<file path="src/rtl/instr_fetch_unit.sv">
// instr_fetch_unit: owns the program counter and the instruction register,
// and fetches instruction words from instruction memory through a
// request/valid handshake that tolerates any number of wait states.
// Optional feature macro: IFU_TIMEOUT_EN. When it is defined, a fetch that
// waits TIMEOUT_CYC cycles is abandoned and the sticky fetch_err flag is set.
// When it is not defined, WAIT may last indefinitely and fetch_err is tied 0.
module instr_fetch_unit #(
  parameter int                ADDR_W   = 8,
  parameter int                DATA_W   = 16,
  parameter logic [ADDR_W-1:0] RESET_PC = '0
`ifdef IFU_TIMEOUT_EN
  ,
  parameter int                TIMEOUT_CYC = 15
`endif
) (
  input  logic              clk,
  input  logic              rst,
  input  logic              pc_clr,
  input  logic              pc_ld,
  input  logic [ADDR_W-1:0] pc_ld_addr,
  input  logic              pc_inc,
  input  logic              fetch_req,
  input  logic              ir_ld,
  input  logic [DATA_W-1:0] imem_rdata,
  input  logic              imem_valid,
  output logic [ADDR_W-1:0] imem_addr,
  output logic              imem_rd,
  output logic [ADDR_W-1:0] pc,
  output logic [DATA_W-1:0] instr,
  output logic              fetch_busy,
  output logic              fetch_done,
  output logic              fetch_err
);

  typedef enum logic [1:0] {
    IDLE  = 2'd0,
    WAIT  = 2'd1,
    READY = 2'd2
  } state_t;

  state_t              state_reg, state_next;
  logic [ADDR_W-1:0]   pc_reg, pc_next;
  logic [DATA_W-1:0]   instr_reg, instr_next;
  logic [DATA_W-1:0]   buf_reg, buf_next;
  logic [ADDR_W-1:0]   imem_addr_reg, imem_addr_next;
  logic                imem_rd_reg, imem_rd_next;
  logic                fetch_done_reg, fetch_done_next;

`ifdef IFU_TIMEOUT_EN
  localparam int CNT_W = (TIMEOUT_CYC < 2) ? 1 : $clog2(TIMEOUT_CYC + 1);
  logic [CNT_W-1:0]    cnt_reg, cnt_next;
  logic                fetch_err_reg, fetch_err_next;
`endif

  // PC update: clear beats load beats increment; increment wraps naturally.
  always_comb begin
    pc_next = pc_reg;
    if (pc_clr) begin
      pc_next = RESET_PC;
    end else if (pc_ld) begin
      pc_next = pc_ld_addr;
    end else if (pc_inc) begin
      pc_next = pc_reg + ADDR_W'(1);
    end
  end

  // Fetch FSM next-state and registered-output logic.
  always_comb begin
    state_next      = state_reg;
    instr_next      = instr_reg;
    buf_next        = buf_reg;
    imem_addr_next  = imem_addr_reg;
    imem_rd_next    = imem_rd_reg;
    fetch_done_next = 1'b0;
`ifdef IFU_TIMEOUT_EN
    cnt_next        = cnt_reg;
    fetch_err_next  = fetch_err_reg;
`endif
    case (state_reg)
      IDLE: begin
        if (fetch_req) begin
          // Address is the PC before any same-cycle PC update.
          imem_addr_next = pc_reg;
          imem_rd_next   = 1'b1;
          state_next     = WAIT;
`ifdef IFU_TIMEOUT_EN
          cnt_next       = '0;
`endif
        end
      end
      WAIT: begin
        if (imem_valid) begin
          imem_rd_next    = 1'b0;
          fetch_done_next = 1'b1;
          if (ir_ld) begin
            // Controller is already asking for the word: skip the buffer.
            instr_next = imem_rdata;
            state_next = IDLE;
          end else begin
            buf_next   = imem_rdata;
            state_next = READY;
          end
        end
`ifdef IFU_TIMEOUT_EN
        else if (cnt_reg == CNT_W'(TIMEOUT_CYC - 1)) begin
          // This is the TIMEOUT_CYC-th empty WAIT cycle: give up.
          imem_rd_next   = 1'b0;
          fetch_err_next = 1'b1;
          state_next     = IDLE;
        end else begin
          cnt_next = cnt_reg + CNT_W'(1);
        end
`endif
      end
      READY: begin
        if (ir_ld) begin
          instr_next = buf_reg;
          buf_next   = '0;
          state_next = IDLE;
        end
      end
      default: begin
        state_next = IDLE;
      end
    endcase
  end

  // State register for the FSM, PC, IR, buffer and memory interface.
  always_ff @(posedge clk) begin
    if (rst) begin
      state_reg      <= IDLE;
      pc_reg         <= RESET_PC;
      instr_reg      <= '0;
      buf_reg        <= '0;
      imem_addr_reg  <= '0;
      imem_rd_reg    <= 1'b0;
      fetch_done_reg <= 1'b0;
    end else begin
      state_reg      <= state_next;
      pc_reg         <= pc_next;
      instr_reg      <= instr_next;
      buf_reg        <= buf_next;
      imem_addr_reg  <= imem_addr_next;
      imem_rd_reg    <= imem_rd_next;
      fetch_done_reg <= fetch_done_next;
    end
  end

`ifdef IFU_TIMEOUT_EN
  // Wait-state counter and sticky error flag.
  always_ff @(posedge clk) begin
    if (rst) begin
      cnt_reg       <= '0;
      fetch_err_reg <= 1'b0;
    end else begin
      cnt_reg       <= cnt_next;
      fetch_err_reg <= fetch_err_next;
    end
  end

  assign fetch_err = fetch_err_reg;
`else
  assign fetch_err = 1'b0;
`endif

  assign pc         = pc_reg;
  assign instr      = instr_reg;
  assign imem_addr  = imem_addr_reg;
  assign imem_rd    = imem_rd_reg;
  assign fetch_done = fetch_done_reg;
  assign fetch_busy = (state_reg != IDLE);

endmodule

</file>
<file path="config.mk">
export PLATFORM = sky130hd
export DESIGN_NAME = instr_fetch_unit
export DESIGN_NICKNAME = d
export VERILOG_FILES = /design/src/rtl/instr_fetch_unit.sv
export SDC_FILE = /design/constraint.sdc
export NUM_CORES = 1
export LEC_CHECK = 0
export CORE_UTILIZATION = 46
export DETAILED_ROUTE_END_ITERATION = 8
export PLACE_DENSITY = 0.84
export SYNTH_ARGS = -nofsm -noshare
export SYNTH_HDL_FRONTEND = slang
export SYNTH_SLANG_ARGS = --single-unit
export TNS_END_PERCENT = 5
</file>
<file path="constraint.sdc">
create_clock -name clk -period 1.9 [get_ports clk]
set_input_delay 0.285 -clock clk [delete_from_list [all_inputs] [get_ports clk]]
set_output_delay 0.285 -clock clk [all_outputs]
set_load 0.005 [all_outputs]
</file>
==> results of run 1 <==
==> power by group through the flow <==
| stage | combinational (mW) | clock, mW | sequential [mW] |
|---|---|---|---|
| 6_report | 0.324 | 0.913 | 1.17 |
| 2_1_floorplan | 0.147 | 0 | 1.19 |
| 5_1_grt | 0.350 | 0.974 | 1.17 |
| 4_1_cts | 0.324 | 0.918 | 1.17 |
| 3_5_place_dp | 0.322 | 0 | 1.19 |
| 3_3_place_gp | 0.314 | 0 | 1.19 |
==> stage by stage <==
step / cell area, sq um / cells / hold slack [ns] / setup WS, ns / total power, mW
final: 3090 / 337 / 0.485 / 0.0919 / 2.41
after global routing: 3090 / 337 / 0.507 / 0.0378 / 2.50
after CTS: 3090 / 337 / 0.485 / 0.0802 / 2.41
after detailed placement: 2950 / 329 / 0.457 / -0.191 / 1.51
after global placement: 2950 / 329 / 0.456 / -0.0869 / 1.51
after floorplan: 2200 / 215 / 0.363 / 0.525 / 1.33
==> what timing repair did <==
item / 4_1_cts / 5_1_grt
hold buffers: 0 / 0
gates resized for setup: 0 / 1
setup endpoints to repair: 0 / 15
==> kinds of logic (layout without fill, tap and decap cells) <==
group                    count (synthesis)  after routing  synth area share
adder cells (fa/ha/maj)                  1              1           0.00568
flip-flops                              52             52             0.473
other                                    1              1           0.00170
multiplexers                            26             26             0.118
XOR/XNOR                                 4              4            0.0159
buffers and inverters                   22             92            0.0574
AO/OA/AOI/OAI                           55             55             0.185
AND/OR/NAND/NOR                         54             54             0.143
==> layer usage <==
layer  global-route usage  routed length, microns  vias to the layer above
met5                    0                       0                        -
met4               0.0889                      84                        0
met3               0.0556                     356                        8
met2                0.374                    2650                       71
met1                0.292                    2360                      930
li1                     -                       -                      934
==> worst max-delay path, cell delays in order, from the launching register on <==
cell,delay [ns]
dfxtp_1,0.33
buf_4,0.16
or2_2,0.29
clkdlybuf4s50_1,0.44
==> cells in the final DEF, fill, tap and decap left out, types with 2 or more instances in the layout <==
cell type / synthesis / layout
buf_4: 4 / 13
nor4b_1: 2 / 2
a31oi_1: 2 / 2
dfxtp_1: 52 / 52
and3b_1: 2 / 2
nor3_1: 17 / 17
nand2_1: 3 / 3
o21bai_1: 2 / 2
nor3b_1: 2 / 2
a22o_1: 15 / 15
o211a_1: 2 / 2
mux2i_1: 26 / 26
nor2_1: 12 / 11
a21oi_1: 4 / 4
clkdlybuf4s50_1: 0 / 66
inv_1: 3 / 3
bufinv_16: 0 / 2
a211oi_1: 18 / 18
xor2_1: 3 / 3
o21ai_0: 8 / 8
buf_12: 0 / 2
or3_1: 2 / 2
nand3_1: 3 / 3
nand4_1: 3 / 3
clkbuf_8: 0 / 5
==> final timing paths <==
check                end  cells after the start
min reg2reg   buf_reg[0]                      1
max reg2reg  buf_reg[10]                      3
min           buf_reg[0]                      1
max           fetch_busy                      3
==> layout make-up <==
cell class	instances	area [sq um]	area share
sequential	52	1040	0.337
multi-input combinational	141	1040	0.335
timing repair buffer	81	798	0.258
clock buffer	5	68.8	0.0223
clock inverter	3	68.8	0.0223
tap	52	65.1	0.0211
inverter	3	11.3	0.00365
==> results.md, run 1 <==
* Root Buffer: clkbuf_8
* Critical Path Source Type: flop
* Post-synthesis cell count at 215
* Die X at between 70 and 80 microns
* RSZ-0062 raised after global routing: false
* Share of synthesized flip-flops with an asynchronous set or reset at 0
* Ys flop type: dfxtp_1
* Most common cell in the netlist: dfxtp_1
* CTS max path bufs at 2
* Routed Antenna Nets at 0
* Critical path arrival at 1.52 ns
* Chip Height at 71.2 microns
* Final #Nets at between 300 and 400
* Largest net degree at the start of global routing at 21
* Max-Cap Viols at 0
* RD Place Congestion at 0.821
* CP startpoint: state_reg[1]
* Sw power at ~0.55 mW
* Pwr per Cell Area at 779 nW/um^2
* Final Max Slew Viols at 0
* Core ar. at between 4000 and 5000 sq um
* Area contributors post-synth: dfxtp_1, mux2i_1, a211oi_1
* Crit Reg-Reg Startpoint: state_reg[0]
* Outcome: finished, violations left
* Routed via count at 1,943
* Setup TNS at 0 ns
* R2R Setup Slk at 0.33 ns
* Number of diodes at 0
* Post-synthesis cell type count at 40
* Setup Skew at between 0.009 and 0.01 ns
* Vias in the first global route at 1,851
* Final setup viols at 0
* Kind of end point of the critical path: output port
* DR vias/cell at roughly 5.8
* Hold_sp: buf_reg[0]
* Register area share after synthesis at 0.473
* Hpwl dp at about 3800 microns
* Syn Area/Cell at about 10 sq um
* GRT Total Usage at 0.229
* Fmax at between 500 and 600 MHz
* Layout cells sized above 1 at 0.0947
* Cts bufs inserted at 5
* CP Data Required Time at 1.62 ns
* H-tree depth at 2
* Synth cell count leaders: dfxtp_1, mux2i_1, a211oi_1
* Final Core Density at 0.690
* Rows at 24
* Internal power at 1.86 mW
* Min-Delay Path Class: reg -> reg
* Initial DRC count at between 100 and 150
* Synth warn at 0
* Synth area leader: dfxtp_1
* Netlist Area Pre-Place at ~2200 sq um
* Relative slew slack at 0.567
* Min cycle time layout at approximately 1.8 ns
* Fillers at 348
* Post-CTS Setup Inserts at 0
* Clock share of power at 0.380
* Comb power frac at 0.135
* Clock slew at reported path FFs at ~0.1 ns
* Initial Util at 0.492
* Static leakage at about 1.3 nW
* # port buffers at between 60 and 70
* Number of iterations in the first detailed-routing pass at 6
* Post-synth EDFFs at 0
* Ports at 68
* Net Count, Synth at 248
* CTS tree: built
* Crit Path Category: reg -> out
* DRC at 7
* Final period utilization at 0.952
* Hold Vio Cnt, Final at 0
* Worst-margin pin slew at ~0.65 ns
* CP max FO at 11
* Seq cells post-synth at 52
* Skew-Pair Late Insertion Delay at around 0.31 ns
* Area delta synth->final at 40.4%
* DR WL/cell at 16.2 microns
* Switch share at 0.228
* Routed WL at about 5500 microns
* Sequential share of power at 0.486
* CTS sink count at 52
* Post-synth top area share at 0.473
* Worst vdd ir at 0.504 mV
* Total grt overflow at 0
* Failing checks: DRC
* Die area at 5070 sq um
* Initial antenna violation count at 0
* First-pass GRT wire length at 9160 microns
(Power assumes the default switching activity.)
==> run 2, diff against run 1 <==
- CELL_PAD_IN_SITES_DETAIL_PLACEMENT: default -> 1
- CELL_PAD_IN_SITES_GLOBAL_PLACEMENT: default -> 1
- CORE_UTILIZATION: 46 -> 35
- CTS_CLUSTER_DIAMETER: default -> 50
==> run 2 against run 1 <==
The run now ends clean. First-iteration DRC count fell by 52%. Register-to-register slack got worse by 0.11 ns. Maximum frequency rose by 0.69%. Wire length rose by 9.3%. Setup slack improved by 0.012 ns. Global-route usage fell by 3.4 points. Clock skew fell by 0.0025 ns.
==> results.md, run 2 (synthesis results as in run 1) <==
* Outcome: finished clean
* Critical Path Source Type: flop
* Cts bufs inserted at 5
* Clock slew at reported path FFs at ~0.1 ns
* Final instance area at between 3000 and 4000 sq um
* RSZ-0062 raised after global routing: false
* Static leakage at 1.24 nW
* Crit Reg-Reg Startpoint: state_reg[0]
* Die area at between 6000 and 7000 sq um
* Hold_sp: buf_reg[12]
* Number of instances in the placed design at between 300 and 400
* Layout cells sized above 1 at 0.101
* CP Data Required Time at 1.62 ns
* # port buffers at 66
* Setup TNS at 0 ns
* Commonest non-fill, non-tap cells in the layout: clkdlybuf4s50_1, dfxtp_1, mux2i_1
* RD Place Congestion at roughly 0.78
* Number of iterations in the first detailed-routing pass at 4
* Skew-Pair Late Insertion Delay at 0.30 ns
* Final setup viols at 0
* CTS sink count at 52
* Commonest non-fill, non-tap cell in the layout: clkdlybuf4s50_1
* Initial DRC count at 70
* Routed via count at around 1,900
* Hold endpoint: buf_reg[12]
* Chip Height at slightly above 80 microns
* Relative slew slack at 0.583
* Setup Skew at between 0.006 and 0.007 ns
* Worst-margin pin slew at around 0.63 ns
* Power Total at 2.16 mW
* CTS tree: built
* Root Buffer: clkbuf_8
* Post-CTS Setup Inserts at 0
* Min cycle time layout at around 1.8 ns
* Vias in the first global route at around 2,100
* Ports at between 60 and 70
* Post-route insts no fill at ~360
* H-tree depth at 2
* Hold Path Depth at 1
* Core ar. at approximately 6000 sq um
* Fmax at 557 MHz
* Hpwl dp at approximately 4300 microns
* Rows at 28
* First-pass GRT wire length at ~9800 microns
* CP max FO at 11
* Worst vdd ir at 0.379 mV
* Routed WL at between 5000 and 6000 microns
* DR WL/cell at between 15 and 20 microns
* R2R cell count at 4
* Routed Antenna Nets at 0
* CTS max path bufs at 2
* R2R Setup Slk at about 0.22 ns
* Die X at between 80 and 90 microns
* Kind of end point of the critical path: output port
* Final period utilization at 0.945
* Final Max Slew Viols at 0
* Area delta synth->final at 40.1%
* Max-Cap Viols at 0
* Critical path arrival at between 1.5 and 2 ns
* Pwr per Cell Area at 701 nW/um^2
* Reg-to-reg endpoint: buf_reg[3]
* DRC at 0
* Largest net degree at the start of global routing at 20
* DR vias/cell at 5.32
* Number of diodes at 0
* Final #Nets at 320
* Crit Path Category: reg -> out
* Initial Util at 0.367
* Placed inst area at 2990 sq um
* Initial antenna violation count at 0
* Min-Delay Path Class: reg -> reg
* Total grt overflow at 0
* Hold Vio Cnt, Final at 0
* GRT Total Usage at 0.194
run 2: changes by cell type in the layout (fill, tap and decap cells not counted):
cell,previous run,this run
bufinv_16,2,0
inv_6,1,0
buf_4,13,17
buf_12,2,1
clkbuf_8,5,6
clkbuf_1,0,1
clkinvlp_4,0,1
run 2: power by group:
group	internal, mW	switching [mW]	total [mW]	leakage, nW
logic	0.197	0.134	0.331	0.776
clock network	0.297	0.368	0.665	0.0445
registers	1.13	0.0337	1.17	0.423
run 2: area by class of cell:
cell class,instances,area [sq um]
inverter,3,11.3
tap,75,93.8
clock buffer,7,86.3
sequential,52,1040
clock inverter,1,7.51
multi-input combinational,141,1040
fill,667,2910
timing repair buffer,84,808
run 2: worst max path at each step:
stage                 startpoint           to  slack (ns)
global placement           ir_ld   buf_reg[7]       -0.11
detailed placement         ir_ld  buf_reg[14]       -0.18
global route        state_reg[1]   fetch_busy        0.02
CTS                 state_reg[1]   fetch_busy        0.08
finish              state_reg[1]   fetch_busy        0.10
floorplan           state_reg[0]    instr[10]        0.52
run 2: critical path, stage by stage, from the launching register on:
cell,delay (ns)
dfxtp_1,0.32
buf_4,0.16
or2_2,0.29
clkdlybuf4s50_1,0.45
run 2: per-stage QoR:
stage	setup slack, ns	hold WS [ns]	util
detailed placement	-0.184	0.461	0.499
global route	0.0162	0.507	0.515
floorplan	0.525	0.363	-
global placement	-0.113	0.456	0.499
finish	0.104	0.482	0.515
CTS	0.0843	0.487	0.514
run 2: metal layers:
layer  vias up  part of all wire  track usage
met4         0            0.0042       0.0464
met5         -                 0            0
li1        941                 -            -
met2        45              0.51        0.343
met3         2             0.033       0.0404
met1       944              0.45        0.239
run 2: repair_timing:
action,in CTS,in global routing
hold buffers,0,0
resized for setup,0,1
setup endpoints to repair,0,1
